### src/rtl/serial_rx_pkg.sv
// Definitions shared by the serial blocks: receiver FSM state encodings, default line timing.
package serial_rx_pkg;

  typedef enum logic [1:0] {
    ST_IDLE  = 2'd0,
    ST_START = 2'd1,
    ST_DATA  = 2'd2,
    ST_STOP  = 2'd3
  } rx_state_t;

  localparam int unsigned SERIAL_CLK_HZ = 32'd12_000_000;
  localparam int unsigned SERIAL_BAUD   = 32'd115_200;

  function automatic int unsigned ticks_per_bit(input int unsigned clk_hz, input int unsigned baud);
    return clk_hz / baud;
  endfunction

endpackage

### src/rtl/sync_fifo.sv
// First-word-fall-through FIFO: a write shows at the head after the next edge, no bypass.
// When full a push is dropped unless a pop frees a slot in the same cycle.
module sync_fifo #(
  parameter int unsigned WIDTH = 8,
  parameter int unsigned DEPTH = 16
) (
  input  logic                     i_clk,
  input  logic                     i_rst,
  input  logic                     i_push,
  input  logic [WIDTH-1:0]         i_dat,
  input  logic                     i_pop,
  output logic [WIDTH-1:0]         o_dat,
  output logic                     o_full,
  output logic                     o_empty,
  output logic [$clog2(DEPTH):0]   o_count
);

  localparam int unsigned AW = $clog2(DEPTH);

  logic [WIDTH-1:0] mem_q [DEPTH];
  logic [AW-1:0]    wr_ptr_q, wr_ptr_d;
  logic [AW-1:0]    rd_ptr_q, rd_ptr_d;
  logic [AW:0]      count_q, count_d;
  logic             do_push, do_pop;

  assign o_empty = (count_q == '0);
  assign o_full  = (count_q == (AW+1)'(DEPTH));
  assign do_pop  = i_pop && !o_empty;
  assign do_push = i_push && (!o_full || do_pop);

  // Pointers wrap naturally because DEPTH is a power of two.
  always_comb begin
    wr_ptr_d = wr_ptr_q;
    rd_ptr_d = rd_ptr_q;
    count_d  = count_q;
    if (do_push) wr_ptr_d = wr_ptr_q + AW'(1);
    if (do_pop)  rd_ptr_d = rd_ptr_q + AW'(1);
    case ({do_push, do_pop})
      2'b10:   count_d = count_q + (AW+1)'(1);
      2'b01:   count_d = count_q - (AW+1)'(1);
      default: count_d = count_q;
    endcase
  end

  always_ff @(posedge i_clk or posedge i_rst) begin
    if (i_rst) begin
      wr_ptr_q <= '0;
      rd_ptr_q <= '0;
      count_q  <= '0;
    end else begin
      wr_ptr_q <= wr_ptr_d;
      rd_ptr_q <= rd_ptr_d;
      count_q  <= count_d;
    end
  end

  always_ff @(posedge i_clk) begin
    if (do_push) mem_q[wr_ptr_q] <= i_dat;
  end

  assign o_dat   = mem_q[rd_ptr_q];
  assign o_count = count_q;

endmodule

### src/rtl/serial_rx.sv
// 8N1 UART receiver into a FWFT buffer; a byte reaches o_valid two edges after its stop-bit sample.
// Consumer stalls via i_ready; host is throttled by o_rts_n, and bytes arriving to a full buffer are dropped.
module serial_rx
  import serial_rx_pkg::*;
#(
  parameter int unsigned CLK_HZ     = SERIAL_CLK_HZ,
  parameter int unsigned BAUD       = SERIAL_BAUD,
  parameter int unsigned FIFO_DEPTH = 16,
  parameter int unsigned RTS_MARGIN = 4
) (
  input  logic       i_clk,
  input  logic       i_rst,
  input  logic       i_rx,
  output logic [7:0] o_char,
  output logic       o_valid,
  input  logic       i_ready,
  output logic       o_rts_n,
  output logic       o_frame_err,
  output logic       o_overrun
);

  localparam int unsigned BIT_TICKS  = ticks_per_bit(CLK_HZ, BAUD);
  localparam int unsigned HALF_TICKS = BIT_TICKS / 2;
  localparam int unsigned CNT_W      = $clog2(BIT_TICKS);
  localparam int unsigned CW         = $clog2(FIFO_DEPTH) + 1;

  logic             rx_meta_q, rx_q;
  rx_state_t        state_q;
  logic [CNT_W-1:0] cnt_q;
  logic [2:0]       bit_idx_q;
  logic [7:0]       shift_q;
  logic             brk_q;
  logic             push_q;
  logic             frame_err_q;
  logic             overrun_q;
  logic             rts_n_q;

  logic [7:0]       fifo_dat;
  logic             fifo_full, fifo_empty, fifo_pop;
  logic [CW-1:0]    fifo_count, free_cnt;

  always_ff @(posedge i_clk or posedge i_rst) begin
    if (i_rst) begin
      rx_meta_q <= 1'b1;
      rx_q      <= 1'b1;
    end else begin
      rx_meta_q <= i_rx;
      rx_q      <= rx_meta_q;
    end
  end

  always_ff @(posedge i_clk or posedge i_rst) begin
    if (i_rst) begin
      state_q     <= ST_IDLE;
      cnt_q       <= '0;
      bit_idx_q   <= '0;
      shift_q     <= '0;
      brk_q       <= 1'b0;
      push_q      <= 1'b0;
      frame_err_q <= 1'b0;
    end else begin
      push_q      <= 1'b0;
      frame_err_q <= 1'b0;
      case (state_q)
        ST_IDLE: begin
          if (!rx_q) begin
            cnt_q   <= CNT_W'(HALF_TICKS - 1);
            state_q <= ST_START;
          end
        end
        ST_START: begin
          if (cnt_q != '0) begin
            cnt_q <= cnt_q - CNT_W'(1);
          end else if (!rx_q) begin
            bit_idx_q <= '0;
            cnt_q     <= CNT_W'(BIT_TICKS - 1);
            state_q   <= ST_DATA;
          end else begin
            state_q <= ST_IDLE;
          end
        end
        ST_DATA: begin
          if (cnt_q != '0) begin
            cnt_q <= cnt_q - CNT_W'(1);
          end else begin
            shift_q <= {rx_q, shift_q[7:1]};
            cnt_q   <= CNT_W'(BIT_TICKS - 1);
            if (bit_idx_q == 3'd7) state_q <= ST_STOP;
            else                   bit_idx_q <= bit_idx_q + 3'd1;
          end
        end
        ST_STOP: begin
          // After a bad stop bit, park here until the line is seen idle so a held break cannot retrigger.
          if (brk_q) begin
            if (rx_q) begin
              brk_q   <= 1'b0;
              state_q <= ST_IDLE;
            end
          end else if (cnt_q != '0) begin
            cnt_q <= cnt_q - CNT_W'(1);
          end else if (rx_q) begin
            push_q  <= 1'b1;
            state_q <= ST_IDLE;
          end else begin
            frame_err_q <= 1'b1;
            brk_q       <= 1'b1;
          end
        end
        default: state_q <= ST_IDLE;
      endcase
    end
  end

  assign fifo_pop = i_ready && !fifo_empty;
  assign free_cnt = CW'(FIFO_DEPTH) - fifo_count;

  always_ff @(posedge i_clk or posedge i_rst) begin
    if (i_rst) begin
      overrun_q <= 1'b0;
      rts_n_q   <= 1'b0;
    end else begin
      overrun_q <= push_q && fifo_full && !fifo_pop;
      rts_n_q   <= (free_cnt < CW'(RTS_MARGIN));
    end
  end

  sync_fifo #(
    .WIDTH (8),
    .DEPTH (FIFO_DEPTH)
  ) u_fifo (
    .i_clk   (i_clk),
    .i_rst   (i_rst),
    .i_push  (push_q),
    .i_dat   (shift_q),
    .i_pop   (fifo_pop),
    .o_dat   (fifo_dat),
    .o_full  (fifo_full),
    .o_empty (fifo_empty),
    .o_count (fifo_count)
  );

  assign o_valid     = !fifo_empty;
  assign o_char      = fifo_empty ? 8'h00 : fifo_dat;
  assign o_rts_n     = rts_n_q;
  assign o_frame_err = frame_err_q;
  assign o_overrun   = overrun_q;

endmodule
### config.mk
export PLATFORM = sky130hd
export DESIGN_NAME = serial_rx
export DESIGN_NICKNAME = d
export VERILOG_FILES = /design/src/rtl/serial_rx_pkg.sv /design/src/rtl/sync_fifo.sv /design/src/rtl/serial_rx.sv
export SDC_FILE = /design/constraint.sdc
export NUM_CORES = 1
export LEC_CHECK = 0
export ABC_AREA = 0
export ABC_CLOCK_PERIOD_IN_PS = 3750
export BUFFER_PORTS_ARGS = -buffer_cell sky130_fd_sc_hd__clkbuf_2
export CAP_MARGIN = 20
export CORE_MARGIN = 8
export CORE_UTILIZATION = 45
export DETAILED_ROUTE_END_ITERATION = 12
export GPL_TIMING_DRIVEN = 0
export SLEW_MARGIN = 5
export SYNTH_ARGS = -nofsm -noshare
export SYNTH_HDL_FRONTEND = slang
export SYNTH_SLANG_ARGS = --single-unit
### constraint.sdc
create_clock -name i_clk -period 3.75 [get_ports i_clk]
set_clock_uncertainty 0.2 [all_clocks]
set_input_delay 0.1875 -clock i_clk [delete_from_list [all_inputs] [get_ports i_clk]]
set_output_delay 0.1875 -clock i_clk [all_outputs]
set_load 0.005 [all_outputs]
=== After elaboration in Yosys (flattened, before gate mapping) ===
Memory sizes are Yosys's and may differ from the RTL's.
Cells that the tools add are included.

* Muxes and demuxes: 34
* Magnitude comparators: 1
* Bitwise operators: 1
* Reductions and logical operators: 18
* Add/sub/neg operators: 7
* Eq/ne operators: 17

{| class="wikitable"
|+ Operator list
! cell !! count
|-
| 7-bit two-way mux || 6
|-
| 7-bit one-hot mux with 4 select lines || 1
|-
| 2-bit two-way mux || 8
|-
| 2-bit != test, second input constant || 8
|-
| 3-bit two-way mux || 4
|-
| 1-bit two-way mux || 11
|-
| 5-bit one-hot mux with 2 select lines || 1
|-
| 5-bit AND reduction || 2
|-
| 4-bit by 1-bit adder with 4-bit output, second input constant || 2
|-
| 8-bit two-way mux || 1
|-
| 2-bit one-hot mux with 4 select lines || 1
|-
| 7-bit nonzero test || 1
|-
| 7-bit by 1-bit subtractor with 7-bit output, second input constant || 1
|-
| 2-bit equality test, second input constant || 3
|-
| 3-bit != test, second input constant || 2
|-
| 3-bit one-hot mux with 2 select lines || 1
|-
| 5-bit by 1-bit adder with 5-bit output, second input constant || 1
|-
| 5-bit equality test, second input constant || 1
|-
| 1-bit logical AND || 5
|-
| 5-bit logical NOT || 1
|-
| 5-bit by 3-bit < comparator with 1-bit output, second input constant || 1
|-
| 5-bit by 1-bit subtractor with 5-bit output, second input constant || 1
|-
| 5-bit subtractor, first input constant || 1
|-
| 2-bit by 1-bit equality test with 1-bit output, second input constant || 2
|-
| other kinds (9) || 12
|}

* Input port bits: 4
* Register bits: 40
* Logic and storage cells: 93
* Memory bits (writable): 128
* Memories: 1
* Output and inout port bits: 12

{| class="wikitable"
|+ Memory list
! name !! depth !! width !! rd ports !! clocked after Yosys merged registers in !! wr ports !! line !! source
|-
| u_fifo.mem_q || 16 || 8 || 1 || 0 || 1 || sync_fifo.sv:20 || <nowiki>logic [WIDTH-1:0] mem_q [DEPTH];</nowiki>
|}

=== Longest topological paths before layout ===
Gate-level depths: netlist (run 1).

* Depth in word-level cells: 8
* Mapped depth: 12
* Mapped depth without buffers: 10

=== Cells and area by module ===
From an unflattened synthesis (run 1), not the netlist that was laid out.

* Cell total of the unflattened synthesis: 439
* Area, all modules: 7269.5 µm²

{| class="wikitable"
|+ By module, submodules not included
! module !! cells each !! times used !! area each (µm²) !! sequential area each (µm²)
|-
| sync_fifo || 296 || 1 || 5749.3 || 4169.0
|-
| serial_rx || 143 || 1 || 1520.2 || 678.2
|}

=== Worst setup path after synthesis (run 1) ===
OpenSTA, ideal clock, no wires.

* Kind: reg-to-reg
* Start: register u_fifo.count_q[2], in the netlist u_fifo.o_count[2]
* End: register u_fifo.count_q[4], in the netlist u_fifo.o_count[4]
* Buffers on the path: 2
* Clock period less this slack: 3071 ps
* Cell stages (with the launch flop): 13
* Slack: 679 ps
* Library setup time: 80 ps
* Data required time: 3470 ps
* Arrival: 2791 ps
* Cell sequence: dfrtp_1 -> clkbuf_1 -> nor4_1 -> ha_1 -> nand2b_1 -> clkbuf_1 -> nor2_1 -> xor2_1 -> ha_1 -> nand3_1 -> or4b_2 -> o31ai_1 -> xnor2_1

* Cells in the longest elaborated chain, start to end: 8
* Elaborated cells between the ends (all ways): 14
* Classes of those cells: 2 x add/sub; 3 x eq/ne; 1 x mux; 8 x reduce/logical

{| class="wikitable"
|+ Ends and longest elaborated chain
! item !! line !! source
|-
| from (decl) || sync_fifo.sv:23 || <nowiki>logic [AW:0] count_q, count_d;</nowiki>
|-
| from (signal assigned) || sync_fifo.sv:53 || <nowiki>count_q <= count_d;</nowiki>
|-
| 5-bit logical NOT || sync_fifo.sv:26 || <nowiki>assign o_empty = (count_q == '0);</nowiki>
|-
| 1-bit logical NOT || sync_fifo.sv:28, serial_rx.sv:114 ||
|-
| 1-bit logical AND || serial_rx.sv:114 || <nowiki>assign fifo_pop = i_ready && !fifo_empty;</nowiki>
|-
| 1-bit logical AND || sync_fifo.sv:28 || <nowiki>assign do_pop = i_pop && !o_empty;</nowiki>
|-
| 1-bit logical OR || sync_fifo.sv:29 || <nowiki>assign do_push = i_push && (!o_full || do_pop);</nowiki>
|-
| 1-bit logical AND || sync_fifo.sv:29 ||
|-
| 2-bit by 1-bit equality test with 1-bit output or 2-bit equality test (tied branches) || sync_fifo.sv:38 || <nowiki>case ({do_push, do_pop})</nowiki>
|-
| 5-bit one-hot mux with 2 select lines or 2-bit nonzero test (tied branches) || n/a ||
|}

Several ways; a longest one is shown, not always the timed one.
A chain may end at the register's enable or synchronous reset.

=== Worst setup path in the final report (run 1) ===
Same ends and word-level chain as after synthesis.

==> qor.yml, run 1 <==
die:
  initial_core_util_pct: 45.72
  fp-row-count: 46
  die_w_um: 142.6
  fp.coreArea_mm2: 0.01577
  die-area_mm2: 0.02033
  fp.dieH_um: 142.6
  pin_count: 16
yosys:
  yosys_warnings: 0
  netlist_instances: 465
  yosys.area.top_type: "edfxtp_1"
  syn_area_mm2: 0.007209
  ys_seq_area_share_pct: 67.23
  synth_seq_cells: 168
  syn_area_per_cell_um2: 15.50
  ys.flop_type: "edfxtp_1"
  synthesis.nets: 486
  synthTopCellsByArea: "edfxtp_1 53%, dfrtp_1 13%, mux4_2 6.6%"
  synth-edff-count: 128
  synth_top_area_share_pct: 53.31
  yosysUniqueCellTypes: 56
  synthArstFlopShare_pct: 23.81
power:
  p_leak_nw: 3.362
  vdd_ir_drop_max_uv: 367.0
  finalPower_mw: 4.680
  power.density_mw_per_mm2: 566.1
cells_and_area:
  area_growth_syn_to_layout_pct: 14.67
  stdcell_area_mm2: 0.008267
  final_common_cell: "edfxtp_1"
  fin_cells: 738
  final_core_util_pct: 52.42
  drive_gt1_share_pct: 20.11
  layout.nets: 530
  antenna_cells: 0
  layout_common_cells: "128 x edfxtp_1, 38 x dfrtp_1, 30 x mux2i_1, 21 x nor2_1, 21 x mux4_2"
grt:
  grt-ovfl-total: 0
  gr-usage-met3_pct: 4.160
  met1_usage_pct: 18.63
  track_usage_pct: 15.80
  use_met2_pct: 26.08
  grt_pass1_wl_um: 23730
  grt_pass1_vias: 4225
  antenna_found_initial: 0
  grt_max_degree: 28
  grt.busiest_layer: "met2"
placed_design:
  hpwl_um: 10210
  placed_cells: 704
  placed_area_mm2: 0.007670
  portBuffers: 15
  place_congestion: 0.8184
  pre_cts_slack_ps: 81.37
worst_setup_path:
  crit_path_end_kind: "flip-flop"
  critical_path.startpoint_type: "flip-flop"
  worstPathRequired_ps: 3890
  r2r_setup_slack_ps: 330
  critPathMaxFanout: 7
  worst-endpoint-arrival_ps: 3560
  crit_type: "flip-flop to flip-flop"
sta:
  final_hold_viol_count: 0
  finalCritPeriodShare_pct: 91.27
  fin_crit_ps: 3422
  max_clock_freq_mhz: 292.2
  slew_viol_final: 0
  rsz0062_at_grt: "no"
  setup_viol: 0
  whs_ps: 50.18
  worst_pin_slew_ps: 874.5
  worst_slack_ps: 327.5
  setup_tns_ps: 0
  slew_headroom_pct: 41.49
clock_network:
  clk_pin_slew_ps: 60
  h-tree-depth: 4
  cts_root_buf: "clkbuf_16"
  max-clock-path-buffers: 2
  cts_sinks: 168
  cts_made_buffers: 17
  cts_tree: "done"
  clkLatencyLatePin_ps: 420
status:
  status: "complete, no violations"
routing:
  ant_nets: 0
  viasPerCell: 5.504
  drt_iter0_drc: 261
  wl_per_cell_um: 20.10
  vias: 4062
  drc: 0
  drt-total-wl_um: 14840
  dr.pass1.iters: 5
run:
  drv_cap: 0
hold_path:
  hold_class: "primary input to flip-flop"
cells by family after synthesis:
family	Yosys count	share of synthesized area [%]
adder cells (fa/ha/maj)	17	2.950
AND/OR/NAND/NOR	94	6.716
multiplexers	63	12.60
flip-flops	168	67.23
buffers and inverters	36	1.996
XOR/XNOR	11	1.336
AO/OA/AOI/OAI	76	7.168
critical path, cell delays in order, from the launching register on:
cell and delay (ps):
dfrtp_1 350, clkbuf_1 180, nor4_2 340, ha_1 360
nand2b_1 150, clkbuf_1 290, nor2_1 120, xor2_1 150
ha_1 210, nand3_1 80, or4b_2 620, o31ai_1 110
xnor2_1 160
power by group:
part / switching [mW] / internal, mW
clock network: 0.664 / 1.01
registers: 0.0567 / 2.04
logic: 0.541 / 0.371
path summary, 6_finish.rpt:
check,from,end,cells past startpoint
setup / recovery,u_fifo.o_count[2]$_DFFE_PP0P_,u_fifo.o_count[4]$_DFFE_PP0P_,12
hold / removal,i_ready,u_fifo.rd_ptr_q[1]$_DFFE_PP0N_,4
setup reg to reg,u_fifo.o_count[2]$_DFFE_PP0P_,u_fifo.o_count[4]$_DFFE_PP0P_,12
hold reg to reg,rx_meta_q$_DFF_PP1_,rx_q$_DFF_PP1_,0
max in group asynchronous,i_rst,rx_meta_q$_DFF_PP1_,4
min in group asynchronous,i_rst,u_fifo.o_count[4]$_DFFE_PP0P_,3
what timing repair did:
| item | 4_1_cts | 5_1_grt |
|---|---|---|
| hold buffers | 2 | 0 |
| hold endpoints to repair | 39 | 0 |
| resized for setup | 0 | 2 |
| endpoints found under the setup margin | 0 | 17 |
| buffers inserted | 0 | 0 |
layout make-up:
| class | count | area [um2] |
|---|---|---|
| Clock inverter | 9 | 100.1 |
| Buffer | 20 | 83.83 |
| Fill cell | 1333 | 7503 |
| Inverter | 16 | 60.06 |
| Clock buffer | 23 | 467.9 |
| Tap cell | 216 | 270.3 |
| Timing Repair Buffer | 25 | 190.2 |
| Multi-Input combinational cell | 261 | 2247 |
| Sequential cell | 168 | 4847 |
registers in the layout (all words and copies together), names as in the netlist, named ones only:
signal / flops
state_q: 1
shift_q: 8
o_rts_n: 1
rx_meta_q: 1
push_q: 1
o_overrun: 1
u_fifo.o_count: 5
u_fifo.wr_ptr_q: 4
cnt_q: 7
u_fifo.rd_ptr_q: 4
o_frame_err: 1
brk_q: 1
u_fifo.mem_q: 128
bit_idx_q: 3
rx_q: 1
layer usage:
metal	up-vias	wire, um
met2	92	7425
li1	1888	-
met5	-	0
met3	26	743
met4	0	469
met1	2056	6198
synth_stat cells, types with 3 or more instances:
| cell | number |
|---|---|
| a21oi_1 | 14 |
| a22oi_1 | 7 |
| a31oi_1 | 8 |
| buf_2 | 6 |
| clkbuf_1 | 12 |
| dfrtp_1 | 38 |
| edfxtp_1 | 128 |
| ha_1 | 17 |
| inv_1 | 15 |
| mux2_2 | 11 |
| mux2i_1 | 30 |
| mux4_2 | 21 |
| nand2_1 | 18 |
| nand2b_1 | 7 |
| nand3_1 | 14 |
| nor2_1 | 22 |
| nor2b_1 | 8 |
| nor3_1 | 7 |
| nor4_1 | 4 |
| o211ai_1 | 5 |
| o21a_1 | 4 |
| o21ai_0 | 17 |
| o22ai_1 | 5 |
| xnor2_1 | 8 |
| xor2_1 | 3 |
Power figures use the tool's default switching activity.
==> inputs of run 2 (changes only) <==
- ABC_CLOCK_PERIOD_IN_PS: 3750 -> unset
- CORE_MARGIN: 8 -> unset
- clock period: 3.75 -> 4.1 ns (I/O delays scaled with it)
==> run 2 against run 1 <==
Worst setup slack improved by 220 ps. Die area fell by 19%. Worst hold slack got worse by 8.4 ps. Combinational power fell by 8.3%. Power fell by 9.8%. Global-route usage rose by 3.6 points. Cell area fell by 1.5%. Utilization rose by 0.39 points. First-iteration DRC count rose by 12%.
==> qor.yml, run 2 (synthesis gave the netlist of run 1 again) <==
die:
  fp-row-count: 45  # -2.2%
  initial_core_util_pct: 46.73  # +1.0 points
  fp.dieH_um: 128.6  # -9.8%
  die_w_um: 128.6  # -9.8%
  die-area_mm2: 0.01653  # -19%
  fp.coreArea_mm2: 0.01543  # -2.2%
  pin_count: 16  # unchanged
placed_design:
  portBuffers: 15  # unchanged
  pre_cts_slack_ps: 511.3  # +430.0 ps
  hpwl_um: 9513  # -6.8%
  placed_cells: 692  # -1.7%
  place_congestion: 0.8197  # +0.16%
  placed_area_mm2: 0.007589  # -1.1%
routing:
  wl_met3_um: 481  # -35%
  ant_nets: 0  # unchanged
  m1WireLength_um: 6828  # +10%
  drt-total-wl_um: 14450  # -2.6%
  drt_iter0_drc: 293  # +12%
  dr.pass1.iters: 4  # -1
  vias: 4024  # -0.94%
  drc: 0  # unchanged
  route.met2.wl_um: 6877  # -7.4%
  viasPerCell: 5.550  # +0.84%
  wl_per_cell_um: 19.93  # -0.86%
  top_layer_used: "met4"
worst_setup_path:
  path_cells: "clkbuf_1 > nor4_1 > ha_1 > nand2b_1 > clkbuf_1 > nor2_1 > xor2_1 > ha_1 > nand3_1 > or4b_2 > o31ai_1 > xnor2_1"
  critPathBufInv: 2  # unchanged
  r2r_setup_slack_ps: 550  # +220 ps
  cp_top_family: "simple AND/OR/NAND/NOR gates"
  critPathMaxFanout: 7  # unchanged
  reg2reg_depth: 12  # unchanged
  worst-path-stages: 12  # unchanged
  r2r-end: "u_fifo.o_count[4]$_DFFE_PP0P_"
  worst-endpoint-arrival_ps: 3700  # +140 ps
  critical_path.startpoint_type: "flip-flop"
  critPathMaxStageDelay_ps: 630  # about the same
  worstReg2RegStart: "u_fifo.o_count[2]$_DFFE_PP0P_"
  crit_path_top_delay_cell: "or4b_2"
  crit_type: "flip-flop to flip-flop"
  worstPathRequired_ps: 4250  # +360 ps
  crit_path_end_kind: "flip-flop"
cells_and_area:
  drive_gt1_share_pct: 18.48  # -1.6 points
  final_common_cell: "edfxtp_1"
  fin_cells: 725  # -1.8%
  layout.nets: 523  # -1.3%
  layout_common_cells: "128 x edfxtp_1, 38 x dfrtp_1, 30 x mux2i_1, 22 x nor2_1, 21 x mux4_2"
  largest_reg_flops: 128  # unchanged
  stdcell_area_mm2: 0.008147  # -1.5%
  antenna_cells: 0  # unchanged
  multi_input_area_mm2: 0.002238  # -0.39%
  area_growth_syn_to_layout_pct: 13.00
  regArea_mm2: 0.004847  # unchanged
  largestRegisters: "u_fifo.mem_q x128, shift_q x8, cnt_q x7"
  largest-register: "u_fifo.mem_q"
  fill_cells: 1306  # -2.0%
  final_core_util_pct: 52.81  # +0.39 points
clock_network:
  cts_root_buf: "clkbuf_16"
  cts_made_buffers: 17  # unchanged
  clk_pin_slew_ps: 60  # about the same
  max-clock-path-buffers: 2  # unchanged
  clkLatencyLatePin_ps: 430  # about the same
  cts_tree: "done"
  cts_sinks: 168  # unchanged
  h-tree-depth: 4  # unchanged
  post_cts_buffers: 0  # unchanged
hold_path:
  hold_class: "primary input to asynchronous set/reset pin"
sta:
  rsz0062_at_grt: "no"
  slew_viol_final: 0  # unchanged
  worst_pin_slew_ps: 988.9  # +114.4 ps
  slew_headroom_pct: 33.72  # -7.8 points
  final_hold_viol_count: 0  # unchanged
  setup_tns_ps: 0  # unchanged
  worst_slack_ps: 551.7  # +224.2 ps
  fin_crit_ps: 3548  # +125.8 ps
  setup_viol: 0  # unchanged
  max_clock_freq_mhz: 281.8  # -3.5%
  finalCritPeriodShare_pct: 86.54  # -4.7 points
grt:
  grt_max_degree: 32  # +14%
  grt_pass1_wl_um: 22940  # -3.3%
  antenna_found_initial: 0  # unchanged
  grt-ovfl-total: 0  # unchanged
  grt_pass1_vias: 4110  # -2.7%
  track_usage_pct: 19.37  # +3.6 points
run:
  drv_cap: 0  # unchanged
power:
  vdd_ir_drop_max_uv: 325.8  # -11%
  p_leak_nw: 3.296  # -1.9%
  power.density_mw_per_mm2: 517.9  # -8.5%
status:
  status: "complete, no violations"
## run 2: area by class of cell
cell class | instances | share of cell area (%)
Multi-Input combinational cell | 261 | 27.48
Clock buffer | 19 | 5.314
Clock inverter | 12 | 1.290
Timing Repair Buffer | 18 | 1.413
Tap cell | 211 | 3.241
Sequential cell | 168 | 59.50
Buffer | 20 | 1.029
Inverter | 16 | 0.7372
## run 2: worst min-delay path, cell delays in order
cell and delay (ps):
dlygate4sd3_1 540, clkbuf_2 110, inv_2 190
## run 2: how the worst max path moves through the flow
stage	slack, ps	start	endpoint
floorplan	1030	u_fifo.o_count[2]$_DFFE_PP0P_	u_fifo.o_count[4]$_DFFE_PP0P_
CTS	530	u_fifo.o_count[2]$_DFFE_PP0P_	u_fifo.o_count[4]$_DFFE_PP0P_
detailed placement	510	u_fifo.o_count[2]$_DFFE_PP0P_	u_fifo.mem_q[11][1]$_DFFE_PP_
finish	550	u_fifo.o_count[2]$_DFFE_PP0P_	u_fifo.o_count[4]$_DFFE_PP0P_
global route	230	u_fifo.o_count[2]$_DFFE_PP0P_	u_fifo.mem_q[7][0]$_DFFE_PP_
global placement	140	u_fifo.o_count[2]$_DFFE_PP0P_	u_fifo.mem_q[3][2]$_DFFE_PP_
## run 2: per-layer routing
layer / vias up / track usage (%)
met4: 0 / 8.997
met5: - / 0
met3: 22 / 3.617
li1: 1870 / -
met2: 66 / 30.21
met1: 2066 / 26.49
## run 2: where the power goes
part           total, mW  switching, mW  internal, mW
registers           1.91         0.0500          1.86
logic              0.836          0.499         0.337
clock network       1.47          0.642         0.828
total               4.22           1.19          3.03
## run 2: through the flow
stage	power, mW	hold WS, ps
4_1_cts	4.252	34.58
6_report	4.219	41.81
2_1_floorplan	2.545	9.478
5_1_grt	4.403	65.68
3_5_place_dp	2.793	-68.43
3_3_place_gp	2.775	94.04
## run 2: repair_timing
item / 4_1_cts / 5_1_grt
hold buffers: 2 / 0
resized for setup: 0 / 0
endpoints found under the hold margin: 41 / 0
==> inputs of run 3 (changes only) <==
- MAX_ROUTING_LAYER: unset -> met4
==> run 3 against run 2 <==
Sequential power about the same. Register-to-register slack about the same. Via count up 0.94%. Largest power group unchanged. Cell area unchanged. Worst setup slack worse by 7.8 ps. Largest cell class unchanged. Combinational power about the same. Clock power about the same. Die area unchanged. Wire length up 0.80%. Power about the same. Sequential cell count unchanged.
==> qor.yml, run 3 (synthesis gave the netlist of run 1 again) <==
status:
  status: "complete, no violations"
grt:
  grt_pass1_vias: 4100  # -0.24%
  track_usage_pct: 20.01  # +0.64 points
  grt-ovfl-total: 0  # unchanged
  grt_max_degree: 32  # unchanged
  antenna_found_initial: 0  # unchanged
  grt_pass1_wl_um: 22960  # about the same
sta:
  worst_pin_slew_ps: 1035  # +46.30 ps
  finalCritPeriodShare_pct: 86.73  # +0.19 points
  final_hold_viol_count: 0  # unchanged
  setup_tns_ps: 0  # unchanged
  fin_crit_ps: 3556  # +7.771 ps
  rsz0062_at_grt: "no"
  max_clock_freq_mhz: 281.2  # -0.22%
  whs_ps: 44.43  # +2.614 ps
  setup_viol: 0  # unchanged
  slew_viol_final: 0  # unchanged
  slew_headroom_pct: 30.61  # -3.1 points
die:
  die_w_um: 128.6  # unchanged
  fp-row-count: 45  # unchanged
  fp.coreArea_mm2: 0.01543  # unchanged
  pin_count: 16  # unchanged
  fp.dieH_um: 128.6  # unchanged
  initial_core_util_pct: 46.73  # unchanged
  die-area_mm2: 0.01653  # unchanged
cells_and_area:
  antenna_cells: 0  # unchanged
  area_growth_syn_to_layout_pct: 13.00  # unchanged
  largestRegisters: "u_fifo.mem_q x128, shift_q x8, cnt_q x7"
  fill_cells: 1306  # unchanged
  final_common_cell: "edfxtp_1"
  layout.nets: 523  # unchanged
  fin_cells: 725  # unchanged
  layout_common_cells: "128 x edfxtp_1, 38 x dfrtp_1, 30 x mux2i_1, 22 x nor2_1, 21 x mux4_2"
  stdcell_area_mm2: 0.008147  # unchanged
  largest-register: "u_fifo.mem_q"
  largest_reg_flops: 128  # unchanged
  regArea_mm2: 0.004847  # unchanged
  drive_gt1_share_pct: 18.48  # unchanged
  multi_input_area_mm2: 0.002238  # unchanged
power:
  clkPwrFrac_pct: 34.8  # about the same
  power.density_mw_per_mm2: 517.6  # about the same
  swShare_pct: 28.16  # -0.051 points
  power.share.combinational_pct: 19.9  # about the same
  p_leak_nw: 3.296  # unchanged
  intPower_mw: 3.029  # about the same
  switching_power_mw: 1.187  # -0.24%
  seqPwrFrac_pct: 45.4  # about the same
  vdd_ir_drop_max_uv: 322.0  # -1.2%
worst_setup_path:
  worst-endpoint-arrival_ps: 3400  # -300 ps
  crit_type: "flip-flop to flip-flop"
  critical_path.startpoint_type: "flip-flop"
  worstPathRequired_ps: 3950  # -300 ps
  crit_path_end_kind: "flip-flop"
  critPathMaxFanout: 8  # +1
clock_network:
  clk_pin_slew_ps: 60  # about the same
  max-clock-path-buffers: 2  # unchanged
  cts_root_buf: "clkbuf_16"
  clkLatencyLatePin_ps: 420  # about the same
  h-tree-depth: 4  # unchanged
  post_cts_buffers: 0  # unchanged
  cts_sinks: 168  # unchanged
  cts_made_buffers: 17  # unchanged
  cts_tree: "done"
routing:
  ant_nets: 0  # unchanged
  wl_per_cell_um: 20.09  # +0.80%
  drc: 0  # unchanged
  viasPerCell: 5.603  # +0.94%
  drt-total-wl_um: 14570  # +0.80%
  dr.pass1.iters: 5  # +1
  drt_iter0_drc: 323  # +10%
  vias: 4062  # +0.94%
placed_design:
  portBuffers: 15  # unchanged
  placed_area_mm2: 0.007589  # unchanged
  hpwl_um: 9513  # unchanged
  placed_cells: 692  # unchanged
  place_congestion: 0.8319  # +1.5%
hold_path:
  hold_class: "primary input to asynchronous set/reset pin"
run:
  drv_cap: 0  # unchanged
-- run 3: cell type report --
cell class              count  share of cell area [%]
repair buffers             18                   1.413
well taps                 211                   3.241
flip-flops and latches    168                   59.50
inverters                  16                  0.7372
plain buffers              20                   1.029
clock inverters            12                   1.290
clock buffers              19                   5.314
multi-input cells         261                   27.48
-- run 3: worst max-delay path, stage by stage, from the launching register on --
cell      delay [ps]
dfrtp_1          330
clkbuf_1         250
nor4_1           130
ha_1             310
nand2b_1         190
clkbuf_1         190
a21boi_1         510
nand2_1          290
nor2_1           790
-- run 3: stage by stage --
stage	total power, mW	utilization, %	setup WS (ps)
after floorplan	2.545	-	1029
after global placement	2.775	48.93	140.3
after detailed placement	2.793	49.19	511.3
after CTS	4.252	52.81	528.5
after global routing	4.403	52.81	229.6
final	4.217	52.81	544.0
-- run 3: power groups by stage --
stage               sequential (mW)  clock (mW)  combinational, mW
finish                         1.91        1.47              0.838
floorplan                      1.93           0              0.611
global placement               1.94           0              0.831
detailed placement             1.95           0              0.847
CTS                            1.91        1.49              0.849
global route                   1.92        1.56              0.925
-- run 3: final timing paths --
| check | from | endpoint | slack [ps] | cells after the start |
|---|---|---|---|---|
| worst min-delay path | i_rst | state_q[0]$_DFFE_PP0P_ | 40 | 3 |
| worst min register to register | rx_meta_q$_DFF_PP1_ | rx_q$_DFF_PP1_ | 160 | 0 |
| min in group i_clk | i_ready | u_fifo.rd_ptr_q[1]$_DFFE_PP0N_ | 50 | 4 |
| worst max register to register | u_fifo.o_count[2]$_DFFE_PP0P_ | u_fifo.mem_q[15][2]$_DFFE_PP_ | 540 | 8 |
| worst max-delay path | u_fifo.o_count[2]$_DFFE_PP0P_ | u_fifo.mem_q[15][2]$_DFFE_PP_ | 540 | 8 |
| max in group asynchronous | i_rst | rx_q$_DFF_PP1_ | 3140 | 4 |
-- run 3: repair_timing --
action / CTS / global route
hold buffers: 2 / 0
hold endpoints to repair: 41 / 0
gates resized for setup: 0 / 0
-- run 3: metal layers --
metal | global-route usage (%) | part of all wire [%]
met2 | 30.14 | 47
met5 | - | 0
met1 | 26.60 | 47
met3 | 3.368 | 3.9
met4 | 9.412 | 2.1
